===== src/rtl/fp_mul_pipe.sv =====
// fp_mul_pipe: three-stage pipelined IEEE-754 multiplier (unpack/classify, multiply, normalise/round/pack).
// Build with FP_MUL_RNE_EN defined for round-to-nearest-even; otherwise the result is truncated.
module fp_mul_pipe #(
    parameter int EXP_W  = 8,
    parameter int FRAC_W = 23
) (
    input  logic                  clk,
    input  logic                  rst,
    input  logic                  in_valid,
    output logic                  in_ready,
    input  logic [EXP_W+FRAC_W:0] input_a,
    input  logic [EXP_W+FRAC_W:0] input_b,
    output logic                  out_valid,
    input  logic                  out_ready,
    output logic [EXP_W+FRAC_W:0] output_z,
    output logic [3:0]            flags
);
    localparam int W  = 1 + EXP_W + FRAC_W;
    localparam int EW = EXP_W + 2;
    localparam int PW = 2 * FRAC_W + 2;

    localparam logic [EW-1:0] C_BIAS = EW'((1 << (EXP_W - 1)) - 1);
    localparam logic [EW-1:0] C_EMAX = {2'b00, {EXP_W{1'b1}}};
    localparam logic [W-1:0]  C_QNAN = {1'b0, {EXP_W{1'b1}}, 1'b1, {(FRAC_W-1){1'b0}}};

    // ------------------------------------------------------------------
    // Global stall: the whole pipe freezes while a result waits at the output
    // ------------------------------------------------------------------
    logic w_stall;
    logic w_adv;

    logic r3_valid;
    logic [W-1:0] r3_z;
    logic [3:0]   r3_flags;

    assign w_stall   = r3_valid & ~out_ready;
    assign w_adv     = ~w_stall;
    assign in_ready  = ~w_stall;
    assign out_valid = r3_valid;
    assign output_z  = r3_z;
    assign flags     = r3_flags;

    // ------------------------------------------------------------------
    // S1: unpack and classify both operands
    // ------------------------------------------------------------------
    logic [W-1:0]      w_op      [2];
    logic              w_sign    [2];
    logic [EXP_W-1:0]  w_exp     [2];
    logic [FRAC_W-1:0] w_frac    [2];
    logic              w_is_zero [2];
    logic              w_is_inf  [2];
    logic              w_is_nan  [2];

    assign w_op[0] = input_a;
    assign w_op[1] = input_b;

    genvar gi;
    generate
        for (gi = 0; gi < 2; gi++) begin : g_unpack
            assign w_sign[gi]    = w_op[gi][W-1];
            assign w_exp[gi]     = w_op[gi][W-2:FRAC_W];
            assign w_frac[gi]    = w_op[gi][FRAC_W-1:0];
            // Subnormals have exp = 0 and are flushed to zero here
            assign w_is_zero[gi] = (w_exp[gi] == '0);
            assign w_is_inf[gi]  = (w_exp[gi] == '1) && (w_frac[gi] == '0);
            assign w_is_nan[gi]  = (w_exp[gi] == '1) && (w_frac[gi] != '0);
        end
    endgenerate

    logic [EW-1:0] w_e_sum;
    logic          w_invalid;
    logic          w_inf;
    logic          w_zero;

    assign w_e_sum   = {2'b00, w_exp[0]} + {2'b00, w_exp[1]} - C_BIAS;
    assign w_invalid = w_is_nan[0] | w_is_nan[1]
                     | (w_is_inf[0] & w_is_zero[1]) | (w_is_zero[0] & w_is_inf[1]);
    assign w_inf     = w_is_inf[0] | w_is_inf[1];
    assign w_zero    = w_is_zero[0] | w_is_zero[1];

    logic              r1_valid;
    logic              r1_sign;
    logic [EW-1:0]     r1_e_sum;
    logic [FRAC_W:0]   r1_sig_a;
    logic [FRAC_W:0]   r1_sig_b;
    logic              r1_invalid;
    logic              r1_inf;
    logic              r1_zero;

    always_ff @(posedge clk or negedge rst) begin
        if (!rst) begin
            r1_valid   <= 1'b0;
            r1_sign    <= 1'b0;
            r1_e_sum   <= '0;
            r1_sig_a   <= '0;
            r1_sig_b   <= '0;
            r1_invalid <= 1'b0;
            r1_inf     <= 1'b0;
            r1_zero    <= 1'b0;
        end else if (w_adv) begin
            r1_valid   <= in_valid;
            r1_sign    <= w_sign[0] ^ w_sign[1];
            r1_e_sum   <= w_e_sum;
            r1_sig_a   <= {1'b1, w_frac[0]};
            r1_sig_b   <= {1'b1, w_frac[1]};
            r1_invalid <= w_invalid;
            r1_inf     <= w_inf;
            r1_zero    <= w_zero;
        end
    end

    // ------------------------------------------------------------------
    // S2: full significand product
    // ------------------------------------------------------------------
    logic [PW-1:0] w_prod;
    assign w_prod = PW'(r1_sig_a) * PW'(r1_sig_b);

    logic          r2_valid;
    logic          r2_sign;
    logic [EW-1:0] r2_e_sum;
    logic [PW-1:0] r2_prod;
    logic          r2_invalid;
    logic          r2_inf;
    logic          r2_zero;

    always_ff @(posedge clk or negedge rst) begin
        if (!rst) begin
            r2_valid   <= 1'b0;
            r2_sign    <= 1'b0;
            r2_e_sum   <= '0;
            r2_prod    <= '0;
            r2_invalid <= 1'b0;
            r2_inf     <= 1'b0;
            r2_zero    <= 1'b0;
        end else if (w_adv) begin
            r2_valid   <= r1_valid;
            r2_sign    <= r1_sign;
            r2_e_sum   <= r1_e_sum;
            r2_prod    <= w_prod;
            r2_invalid <= r1_invalid;
            r2_inf     <= r1_inf;
            r2_zero    <= r1_zero;
        end
    end

    // ------------------------------------------------------------------
    // S3: normalise, round, resolve special values, pack
    // ------------------------------------------------------------------
    logic              w_msb;
    logic [FRAC_W-1:0] w_frac_t;
    logic              w_guard;
    logic              w_sticky;
    logic [EW-1:0]     w_e_norm;
    logic [FRAC_W-1:0] w_frac_r;
    logic              w_carry;
    logic [EW-1:0]     w_e_fin;
    logic              w_ovf;
    logic              w_unf;
    logic              w_inexact;

    // Product lies in [1,4): a set MSB means the value is >= 2
    assign w_msb    = r2_prod[PW-1];
    assign w_frac_t = w_msb ? r2_prod[PW-2:FRAC_W+1] : r2_prod[PW-3:FRAC_W];
    assign w_guard  = w_msb ? r2_prod[FRAC_W] : r2_prod[FRAC_W-1];
    assign w_sticky = w_msb ? (|r2_prod[FRAC_W-1:0]) : (|r2_prod[FRAC_W-2:0]);
    assign w_e_norm = r2_e_sum + EW'(w_msb);

`ifdef FP_MUL_RNE_EN
    logic w_round_up;
    assign w_round_up          = w_guard & (w_sticky | w_frac_t[0]);
    // A carry leaves the fraction all-zero, which is exactly the renormalised value
    assign {w_carry, w_frac_r} = {1'b0, w_frac_t} + (FRAC_W+1)'(w_round_up);
`else
    assign w_carry  = 1'b0;
    assign w_frac_r = w_frac_t;
`endif

    assign w_e_fin   = w_e_norm + EW'(w_carry);
    assign w_ovf     = ~w_e_fin[EW-1] && (w_e_fin >= C_EMAX);
    assign w_unf     = w_e_fin[EW-1] || (w_e_fin == '0);
    assign w_inexact = w_guard | w_sticky;

    logic [W-1:0] w_z;
    logic [3:0]   w_flags;

    always_comb begin
        w_z     = {r2_sign, w_e_fin[EXP_W-1:0], w_frac_r};
        w_flags = {3'b000, w_inexact};
        if (r2_invalid) begin
            w_z     = C_QNAN;
            w_flags = 4'b1000;
        end else if (r2_inf) begin
            w_z     = {r2_sign, {EXP_W{1'b1}}, {FRAC_W{1'b0}}};
            w_flags = 4'b0000;
        end else if (r2_zero) begin
            w_z     = {r2_sign, {(W-1){1'b0}}};
            w_flags = 4'b0000;
        end else if (w_ovf) begin
            w_z     = {r2_sign, {EXP_W{1'b1}}, {FRAC_W{1'b0}}};
            w_flags = 4'b0101;
        end else if (w_unf) begin
            w_z     = {r2_sign, {(W-1){1'b0}}};
            w_flags = 4'b0011;
        end
    end

    always_ff @(posedge clk or negedge rst) begin
        if (!rst) begin
            r3_valid <= 1'b0;
            r3_z     <= '0;
            r3_flags <= '0;
        end else if (w_adv) begin
            r3_valid <= r2_valid;
            r3_z     <= w_z;
            r3_flags <= w_flags;
        end
    end

endmodule


===== config.mk =====
export PLATFORM = sky130hd
export DESIGN_NAME = fp_mul_pipe
export DESIGN_NICKNAME = d
export VERILOG_FILES = /design/src/rtl/fp_mul_pipe.sv
export SDC_FILE = /design/constraint.sdc
export NUM_CORES = 2
export LEC_CHECK = 0
export ABC_AREA = 1
export BUFFER_PORTS_ARGS = -buffer_cell sky130_fd_sc_hd__clkbuf_2
export CAP_MARGIN = 15
export CORE_UTILIZATION = 60
export CTS_BUF_LIST = sky130_fd_sc_hd__clkbuf_4 sky130_fd_sc_hd__clkbuf_8
export DETAILED_ROUTE_END_ITERATION = 7
export PLACE_DENSITY = 0.78
export SLEW_MARGIN = 20
export SYNTH_ARGS = -nofsm -noshare
export SYNTH_HDL_FRONTEND = slang
export SYNTH_SLANG_ARGS = --single-unit

===== constraint.sdc =====
create_clock -name clk -period 8.49 [get_ports clk]
set_input_delay 2.547 -clock clk [delete_from_list [all_inputs] [get_ports clk]]
set_output_delay 2.547 -clock clk [all_outputs]
set_load 0.01 [all_outputs]

==> impl_metrics.ini <==
[layout]
syn2layout_area_growth_pct = 4.35
nets = 4460
drive_gt1_share_pct = 5.90
final_cells = 4330
antenna_cells = 0

[worst_setup_path]
cp_max_fo = 25
path_class = flip-flop to flip-flop
path_cells = nand2_1 -> fa_1 -> inv_1 -> fa_1 -> inv_1 -> fa_1 -> fa_1 -> inv_1 -> fa_1 -> fa_1 -> inv_1 -> fa_1 -> inv_1 -> ha_1 -> nand2_1 -> inv_1 -> a21oi_1 -> inv_1 -> a21oi_1 -> nand3_1 -> or2_2 -> nand3_1 -> o21ai_0
cpPeakStageDelay_ns = 1.14
critPathTopFamily = adder cells
startpoint_type = flip-flop
slowest_stage = dfrtp_1
crit_path_end_kind = flip-flop
cp.required_ns = 8.86
crit_buf_inv = 7
arrival_ns = 7.69

[detailed_routing]
drt-initial-drc-count = 1898
route.detailed.drc = 0
drtPass1Iterations = 6
vias = 22800
vias_per_cell = 5.27
drt-total-wl_mm = 72.9
postRouteAntennaNets = 0
wl_per_cell_um = 16.8

[synthesis]
syn_area_per_cell_um2 = 7.47
ys_ff_latch = 162
ys.flop_type = dfrtp_1
synthCells = 3741
syn_area_mm2 = 0.0279
yosysUniqueCellTypes = 43
synth_edf_count = 0
seq_area_frac_synth_pct = 14.5
syn_nets = 4483
synthArstFlopShare_pct = 100
yosys_warnings = 0

[timing]
finalHoldViolCount = 0
fmax_ghz = 0.137
period_minus_slack_ns = 7.32
setup_viol = 0
finalSetupTns_ns = 0
skew_ns = 0.0265
tightest_slew_ns = 1.18
timing.final.crit_share_pct = 86.3
slew_headroom_pct = 21.3
rsz0062_at_grt = false
slew_violations = 0

[die]
initial_core_util_pct = 61.2
fp-row-count = 78
core_area_mm2 = 0.0457
dieHeight_um = 218
die_w_um = 218
num_io_pins = 106
dieArea_mm2 = 0.0474

[global_route]
antenna_found_initial = 0
gr-total-overflow = 0
grt_start_max_net_pins = 110
grt_pass1_vias = 23725
grt_usage_pct = 33.4
grt_pass1_wl_mm = 123

[clocking]
clock-root-buffer = clkbuf_8
hold_buffers = 0
clk_pin_slew_worst_paths_ns = 0.10
cts_made_buffers = 17
clk_latency_ns = 0.52
cts_tree = done
clock_path_buffers = 2
postCtsSetupBuffers = 0
postCtsResizedCells = 0
htree_levels = 4
cts_num_sinks = 162

[worst_hold_path]
hold_class = flip-flop to flip-flop

[run]
drv_cap = 0

[placement]
dp_hpwl_mm = 59.6
globalplace.congestion = 0.991
port_buffers = 105
dp_cells = 4299

[status]
status = complete, no violations
## metal layers
| layer | share of wire, % | up-vias | global-route usage [%] | wire length, um |
|---|---|---|---|---|
| met5 | 0 | - | 0 | 0 |
| met4 | 2.5 | 0 | 8.88 | 1800 |
| met3 | 9.6 | 136 | 7.62 | 6960 |
| met2 | 46 | 996 | 53.6 | 33700 |
| met1 | 42 | 11083 | 45.8 | 30500 |
| li1 | - | 10585 | - | - |
## worst paths after layout
path	start	endpoint	slack [ns]	cells past startpoint
min in group asynchronous	rst	r2_valid	2.12	1
min	r2_valid	out_valid	0.46	2
max reg2reg	r1_sig_a[14]	r2_prod[24]	1.17	23
max	r1_sig_a[14]	r2_prod[24]	1.17	23
max in group asynchronous	rst	r2_prod[17]	4.94	2
min reg2reg	r2_valid	out_valid	0.46	2
## metrics by stage
stage                     hold slack, ns  setup slack (ns)  util [%]  cell area [um2]
after floorplan                    0.420              2.44         -            27900
after global placement             0.439              1.38      63.0            28800
after detailed placement           0.437              1.37      63.0            28800
after CTS                          0.469              1.26      63.8            29200
after global routing               0.486             0.982      63.8            29200
final                              0.463              1.17      63.8            29200
## synthesized netlist by cell type, types with 7 or more instances
master	instances	area share, %
nand2_1	1149	15
inv_1	1052	14
fa_1	483	35
ha_1	191	8.6
clkbuf_1	163	2.2
dfrtp_1	162	15
nor2_1	115	1.5
o21ai_0	108	1.9
nand3_1	92	1.6
a21oi_1	48	0.86
nand4_1	33	0.74
o21ai_2	20	0.63
mux2i_1	16	0.57
or2_2	14	0.31
nor3_1	13	0.23
nand3b_1	12	0.32
buf_1	9	0.12
xnor2_1	9	0.28
o21bai_1	7	0.19
## layout by cell type, fill, tap and decap left out, types with 3 or more instances in the layout
| cell type | synthesis | final |
|---|---|---|
| inv_6 | 0 | 5 |
| nor4_1 | 4 | 4 |
| nand3_1 | 92 | 92 |
| nand2_1 | 1149 | 1149 |
| clkbuf_8 | 0 | 17 |
| xnor2_1 | 9 | 9 |
| nand3b_1 | 12 | 12 |
| clkbuf_2 | 0 | 104 |
| nor2_1 | 115 | 114 |
| inv_1 | 1052 | 1052 |
| buf_4 | 0 | 32 |
| clkinv_2 | 1 | 3 |
| or2_2 | 14 | 14 |
| fa_1 | 483 | 483 |
| xor2_1 | 5 | 5 |
| o21ai_0 | 108 | 108 |
| nand4_1 | 33 | 33 |
| o21ai_2 | 20 | 20 |
| mux2i_1 | 16 | 16 |
| nor3_1 | 13 | 13 |
| o21bai_1 | 7 | 7 |
| nor2_2 | 5 | 5 |
| dfrtp_1 | 162 | 162 |
| ha_1 | 191 | 191 |
| a21oi_1 | 48 | 48 |
## sequential cells by signal, indices dropped and copies added (netlist names), 4 cells and up
| name | count |
|---|---|
| output_z | 32 |
| r1_e_sum | 10 |
| flags | 4 |
| r2_prod | 48 |
| r2_e_sum | 10 |
| r1_sig_a | 24 |
| r1_sig_b | 23 |
## area by class of cell
cell class / instances / area (um2)
Sequential cell: 162 / 4050
Clock inverter: 13 / 143
Clock buffer: 18 / 241
Tap cell: 600 / 751
Inverter: 1057 / 3970
Fill cell: 3993 / 16500
Multi-Input combinational cell: 2343 / 19200
Timing Repair Buffer: 137 / 772
## worst register-to-register path: stages, from the launching register on
cell and delay (ns):
dfrtp_1 1.14, nand2_1 0.21, fa_1 0.60, inv_1 0.06, fa_1 0.49, inv_1 0.06, fa_1 0.46, fa_1 0.55
inv_1 0.06, fa_1 0.49, fa_1 0.53, inv_1 0.07, fa_1 0.49, inv_1 0.05, ha_1 0.34, nand2_1 0.15
inv_1 0.05, a21oi_1 0.27, inv_1 0.07, a21oi_1 0.26, nand3_1 0.24, or2_2 0.33, nand3_1 0.11, o21ai_0 0.10
## cell families (layout without fill, tap and decap cells)
logic type	after synthesis	count (layout)	synth area share [%]
AOI/OAI and AO/OA	192	192	3.84
xor gates and xnor gates	14	14	0.439
adders and majority gates	674	674	43.2
buffers and inverters	1236	1225	16.7
DFF	162	162	14.5
muxes	16	16	0.573
and+or+nand+nor	1447	1447	20.8
Power is left out: the tool's default activity adds up to more than one toggle a clock period on the data nets, which glitch-free logic cannot reach.
